[config.mk]
export PLATFORM = sky130hd
export DESIGN_NAME = ex_mem_wb_pipe
export DESIGN_NICKNAME = d
export VERILOG_FILES = /design/src/rtl/ex_mem_wb_pipe.sv
export SDC_FILE = /design/constraint.sdc
export NUM_CORES = 1
export LEC_CHECK = 0
export BUFFER_PORTS_ARGS = -buffer_cell sky130_fd_sc_hd__buf_4
export CAP_MARGIN = 20
export CORE_ASPECT_RATIO = 1.1
export CORE_MARGIN = 2
export CORE_UTILIZATION = 49
export DETAILED_ROUTE_END_ITERATION = 10
export PLACE_DENSITY = 0.94
export SYNTH_ARGS = -nofsm -noshare
export SYNTH_HDL_FRONTEND = slang
export SYNTH_SLANG_ARGS = --single-unit
[constraint.sdc]
create_clock -name CLK -period 2.25 [get_ports CLK]
set_input_delay 0.3375 -clock CLK [delete_from_list [all_inputs] [get_ports CLK]]
set_output_delay 0.3375 -clock CLK [all_outputs]
set_load 0.01 [all_outputs]
[src/rtl/ex_mem_wb_pipe.sv]
// rtl/ex_mem_wb_pipe.sv - EX/MEM and MEM/WB pipeline banks with data-memory stall and halt control
// Optional STALL_CNT_EN adds a saturating count of memory-stall cycles on stall_cnt.
module ex_mem_wb_pipe (
    input  logic        CLK,
    input  logic        RST,
    input  logic        ex_valid,
    input  logic [4:0]  ex_rd,
    input  logic        ex_regwrite,
    input  logic        ex_memtoreg,
    input  logic        ex_memwrite,
    input  logic [31:0] ex_aluout,
    input  logic [31:0] ex_storedata,
    input  logic        ex_halt,
    input  logic        flush,
    output logic        dmemREN,
    output logic        dmemWEN,
    output logic [31:0] dmemaddr,
    output logic [31:0] dmemstore,
    input  logic        dhit,
    input  logic [31:0] dmemload,
    output logic        mem_busy,
    output logic [4:0]  ex_mem_rd,
    output logic        ex_mem_regwrite,
    output logic [31:0] ex_mem_aluout,
    output logic        ex_mem_memtoreg,
    output logic [4:0]  mem_wb_rd,
    output logic        mem_wb_regwrite,
    output logic [31:0] mem_wb_wdata,
`ifdef STALL_CNT_EN
    output logic [31:0] stall_cnt,
`endif
    output logic        halt
);

    typedef enum logic [1:0] {RUN, WAIT, HALT} state_t;

    state_t      state;
    state_t      next_state;

    logic        em_valid;
    logic [4:0]  em_rd;
    logic        em_regwrite;
    logic        em_memtoreg;
    logic        em_memwrite;
    logic [31:0] em_aluout;
    logic [31:0] em_storedata;
    logic        em_halt;

    logic [4:0]  wb_rd;
    logic        wb_regwrite;
    logic [31:0] wb_wdata;

    logic        advance;
    logic        halt_adv;

    assign halt      = (state == HALT);
    // Requests are gated in HALT so nothing trailing a halt can reach memory.
    assign dmemREN   = !halt && em_valid && em_memtoreg;
    assign dmemWEN   = !halt && em_valid && em_memwrite;
    assign dmemaddr  = em_aluout;
    assign dmemstore = em_storedata;
    assign mem_busy  = (dmemREN || dmemWEN) && !dhit;

    assign advance   = !halt && !mem_busy;
    assign halt_adv  = advance && em_valid && em_halt;

    assign ex_mem_rd       = em_rd;
    assign ex_mem_regwrite = em_valid && em_regwrite && (em_rd != 5'd0);
    assign ex_mem_aluout   = em_aluout;
    assign ex_mem_memtoreg = em_valid && em_memtoreg;
    assign mem_wb_rd       = wb_rd;
    assign mem_wb_regwrite = wb_regwrite && (wb_rd != 5'd0);
    assign mem_wb_wdata    = wb_wdata;

    always_comb begin
        next_state = state;
        case (state)
            RUN, WAIT: begin
                if (mem_busy)
                    next_state = WAIT;
                else if (halt_adv)
                    next_state = HALT;
                else
                    next_state = RUN;
            end
            HALT:    next_state = HALT;
            default: next_state = RUN;
        endcase
    end

    always_ff @(posedge CLK) begin
        if (RST) begin
            state        <= RUN;
            em_valid     <= 1'b0;
            em_rd        <= 5'd0;
            em_regwrite  <= 1'b0;
            em_memtoreg  <= 1'b0;
            em_memwrite  <= 1'b0;
            em_aluout    <= 32'd0;
            em_storedata <= 32'd0;
            em_halt      <= 1'b0;
            wb_rd        <= 5'd0;
            wb_regwrite  <= 1'b0;
            wb_wdata     <= 32'd0;
        end else begin
            state <= next_state;
            if (!halt && mem_busy) begin
                wb_rd       <= 5'd0;
                wb_regwrite <= 1'b0;
                wb_wdata    <= 32'd0;
            end else if (advance) begin
                wb_rd       <= em_rd;
                wb_regwrite <= em_valid && em_regwrite;
                wb_wdata    <= ex_mem_memtoreg ? dmemload : em_aluout;
                // The slot behind a retiring halt is squashed before it can request memory.
                if (flush || !ex_valid || halt_adv) begin
                    em_valid     <= 1'b0;
                    em_rd        <= 5'd0;
                    em_regwrite  <= 1'b0;
                    em_memtoreg  <= 1'b0;
                    em_memwrite  <= 1'b0;
                    em_aluout    <= 32'd0;
                    em_storedata <= 32'd0;
                    em_halt      <= 1'b0;
                end else begin
                    em_valid     <= 1'b1;
                    em_rd        <= ex_rd;
                    em_regwrite  <= ex_regwrite;
                    em_memtoreg  <= ex_memtoreg;
                    em_memwrite  <= ex_memwrite;
                    em_aluout    <= ex_aluout;
                    em_storedata <= ex_storedata;
                    em_halt      <= ex_halt;
                end
            end
        end
    end

`ifdef STALL_CNT_EN
    always_ff @(posedge CLK) begin
        if (RST)
            stall_cnt <= 32'd0;
        else if (mem_busy && (stall_cnt != 32'hFFFF_FFFF))
            stall_cnt <= stall_cnt + 32'd1;
    end
`endif

endmodule
Word level (Yosys, flattened, before mapping):

Cells that the tools add are included.
Widths: inputs -> output; s select.

* flip-flop bits (word level): 114
* bits of input ports: 110
* output and inout bits: 145
* logic and storage cells: 52

* equality and inequality tests: 2
* mux-type cells: 12
* bitwise logic cells: 1
* reductions and logical operators: 25

Operator list (count)
* $mux 32: 3
* $logic_and 1x1->1: 12
* $reduce_bool 5->1: 2
* $mux 1: 5
* $mux 5: 1
* $logic_not 1->1: 4
* $mux 2: 2
* $pmux 2 s2: 1
* $reduce_or 2->1: 2
* $logic_or 1x1->1: 3
* $eq 2x1->1 const B: 1
* $eq 2x2->1 const B: 1
* $logic_not 2->1: 1
* $reduce_and 2->1: 1
* $not 1->1: 1

Longest topological paths before layout:

* word-level depth: 13
* mapped depth: 7
* mapped depth without buffers: 4

Worst setup path before layout:

OpenSTA, ideal clock, no wires.

* path kind: register to output
* start point: register state[0]
* end point: output port dmemREN
* arrival time: 1138 ps
* required time: 1913 ps
* path slack: 775 ps
* cell stages (with the launch flop): 6
* buffers on the path: 3
* cells stage by stage: dfxtp_1 nand2b_1 buf_2 buf_4 clkbuf_1 and2_1

* cells in the longest elaborated chain, start to end: 4

Ends and longest elaborated chain
* start, declared: RTL line 37 `state_t state;`
* start signal, assigned: RTL line 106 `state <= next_state;`
* $eq 2x2->1: RTL line 56 `assign halt = (state == HALT);`
* $logic_not 1->1: RTL line 58 `assign dmemREN = !halt && em_valid && em_memtoreg;`
* $logic_and 1x1->1 (2 in series): RTL line 58
* end, declared: RTL line 15 `output logic dmemREN,`

Every way passes these cells.

Worst setup path after layout:

Same ends and word-level chain as after synthesis.

==> reports/results.tsv <==
metric	value	unit
p_per_area	708.2	mW/mm²
hold_depth	2	
power.leakage	0.003227	µW
hold_viol	0	
overflow	0	
synth_area	0.004938	mm²
ios	255	
areaGrowthSynthToFinish	44.87	%
first_pass_iters	5	
grt_pass1_vias	4841	
cts_sinks	114	
rrSetupSlack	0.52	ns
clockBufferDepth	2	
grt_max_degree	56	
synthTopCellsByArea	dfxtp_1 (46%), o32ai_1 (13%), nand2_1 (11%)	
die_h	109.3	µm
cts_buffers	17	
hold_start	RST	
finalWirelength	15380	µm
internal-power	3941	µW
initial_core_util	50.18	%
net-switching-power	1126	µW
ys_ff_latch	114	
crit_type	register to primary output	
synth_fa_ha_area_share	0	%
first_iter_violations	325	
yosys-mux-area-fraction	6.689	%
synth_seq_area_share	46.21	%
drive_gt1_share	39.69	%
drc_errors	0	
fin_crit_sh	91.60	%
io_buffers	254	
die_area	0.01090	mm²
tightest_slew	0.6150	ns
cp_max_fo	46	
final_cells	886	
power_frac_seq	41.9	%
rsz0062_at_grt	no	
yosys.area.top_type	dfxtp_1	
cp.required	1.91	ns
crit_chain	nand2b_4 -> buf_4 -> and2_1 -> buf_4	
synth_top_family_by_area	compound AO/OA/AOI/OAI gates	
crit_top_cell	buf_4	
yosysWarnings	0	
hpwl	10660	µm
drt-wirelength-per-cell	17.36	µm
finalNetCount	866	
r2r_start	em_valid	
synthSimpleGateAreaFrac	15.68	%
yosys.area_share.xor_xnor	0	%
slowest_delay	0.40	ns
r2r-end	dmemaddr[21]	
crit_family	buffers and inverters	
syn_inst	556	
viasPerCell	5.634	
n_fill_cell	656	
antenna_found_initial	0	
setup_tns	0	ns
setup_viol	0	
postCtsSetupRepairBufs	0	
drv_slew	0	
fin_crit	2.061	ns
seq_area	0.002282	mm²
detail-route-antenna-nets	0	
synth_compound_area_share	20.04	%
grt_pass1_wl	23380	µm
cts-resized-gates	0	
switching_share	22.22	%
crit_path_start_kind	register	
synth_cell_type_count	31	
insertion_delay	0.50	ns
finClkSkew	0.008629	ns
crit_arrival	1.72	ns
pwr-share-clk	48.8	%
ff2ff_path_depth	4	
holdPathEnd	state[0]	
synth_top_area_share	46.21	%
die_w	99.72	µm
place_ws	0.4858	ns
synth_fp_nets	666	
antenna_cells	0	
htreeDepth	4	
hold_buffers	0	
dp_cells	857	
hold_path.class	input pin to register	
cp_num_buf_inv	2	
cts_root_buffer	clkbuf_8	
timing.hold.ws	0.07838	ns
slowest_stage	buf_4	
cts_tree	done	
combPwrFrac	9.4	%
end_kind	primary output	
cap_viol_max_count	0	
ir_drop	0.4830	mV
slew_headroom	59.00	%
track_usage	27.14	%
std_cell_rows	38	
fin_ws	0.1890	ns
core_area	0.009842	mm²
synth.avg_cell_area	8.882	µm²
clk_pin_slew	0.05	ns
vias	4992	
gp_congestion	0.8198	
clock.fmax	0.4852	GHz
multi_input_area	0.002121	mm²
status	finished, final reports clean	
## cell usage after synthesis (all sizes together)
library cell,instances
nand2,145
o32ai,72
buf,67
nor3b,1
and2,2
nor2b,1
nor3,1
nand3,5
o31ai,3
o21ai,6
and3,1
dfxtp,114
a211oi,32
mux2i,33
a21oi,1
o21a,2
o311a,1
a21boi,1
clkbuf,21
inv,5
nand2b,2
nor2,35
o211ai,2
nor4,2
or3,1
## cell families (layout without fill, tap and decap cells)
kind of cell | Yosys count | in the layout
and+or+nand+nor | 196 | 196
muxes | 33 | 33
AOI/OAI and AO/OA | 120 | 120
DFF | 114 | 114
buffers and inverters | 93 | 303
## how the worst max path moves through the flow
stage,start,to,cells past startpoint,slack (ns)
global placement,RST,dmemaddr[5],5,0.62
global route,state[0],dmemREN,4,0.09
finish,state[0],dmemREN,4,0.19
floorplan,state[0],dmemREN,5,0.77
detailed placement,RST,dmemstore[19],5,0.49
CTS,state[1],dmemREN,4,0.17
## cells in the final DEF, fill, tap and decap left out, types with 2 or more instances in the layout
cell type and count:
o211ai_1 2, inv_2 2, mux2i_1 33, clkinv_2 5, bufinv_16 2, buf_12 2
buf_4 267, clkbuf_16 16, dfxtp_1 114, inv_1 3, clkbuf_8 3, o31ai_1 2
nor2_1 33, nor4_1 2, o32ai_1 72, o21ai_0 4, nand3_1 5, nand2_1 145
a211oi_1 32, clkbuf_1 3
## power by group through the flow
stage                     sequential [µW]  combinational (µW)  clock, µW
after CTS                            2120                 475       2490
after floorplan                      2170                 185          0
after detailed placement             2160                 471          0
final                                2120                 476       2470
after global placement               2160                 457          0
after global routing                 2130                 512       2590
## per-layer routing
layer  wire length, µm  global-route usage [%]
met1              5764                   31.34
met2              7871                   46.14
met3              1317                   8.964
met4               430                   11.84
met5                 0                       0
## registers in the layout, indices dropped and copies added (netlist names)
name / count
em_halt: 1
wb_regwrite: 1
mem_wb_rd: 5
dmemstore: 32
dmemaddr: 32
ex_mem_rd: 5
em_valid: 1
em_memwrite: 1
mem_wb_wdata: 32
em_regwrite: 1
em_memtoreg: 1
state: 2
## per-stage QoR
step / utilization [%] / instance area, µm² / total power (µW)
6_report: 72.69 / 7154 / 5067
2_1_floorplan: - / 4938 / 2360
3_5_place_dp: 67.23 / 6616 / 2632
4_1_cts: 72.69 / 7154 / 5090
3_3_place_gp: 67.23 / 6616 / 2615
5_1_grt: 72.69 / 7154 / 5232
## worst reg2reg max path: stages, from the launching register on
cell and delay [ns]:
dfxtp_1 0.49, nand2_1 0.18, o21ai_4 0.16, buf_4 0.51, o32ai_1 0.25
## layout make-up
| type | instances | area share, % |
|---|---|---|
| multi-input combinational | 349 | 29.64 |
| tap | 120 | 2.099 |
| inverter | 5 | 0.2623 |
| timing repair buffer | 269 | 28.58 |
| sequential | 114 | 31.90 |
| clock buffer | 22 | 6.331 |
| clock inverter | 7 | 1.189 |
No activity file was read; power rests on OpenSTA's default activity.
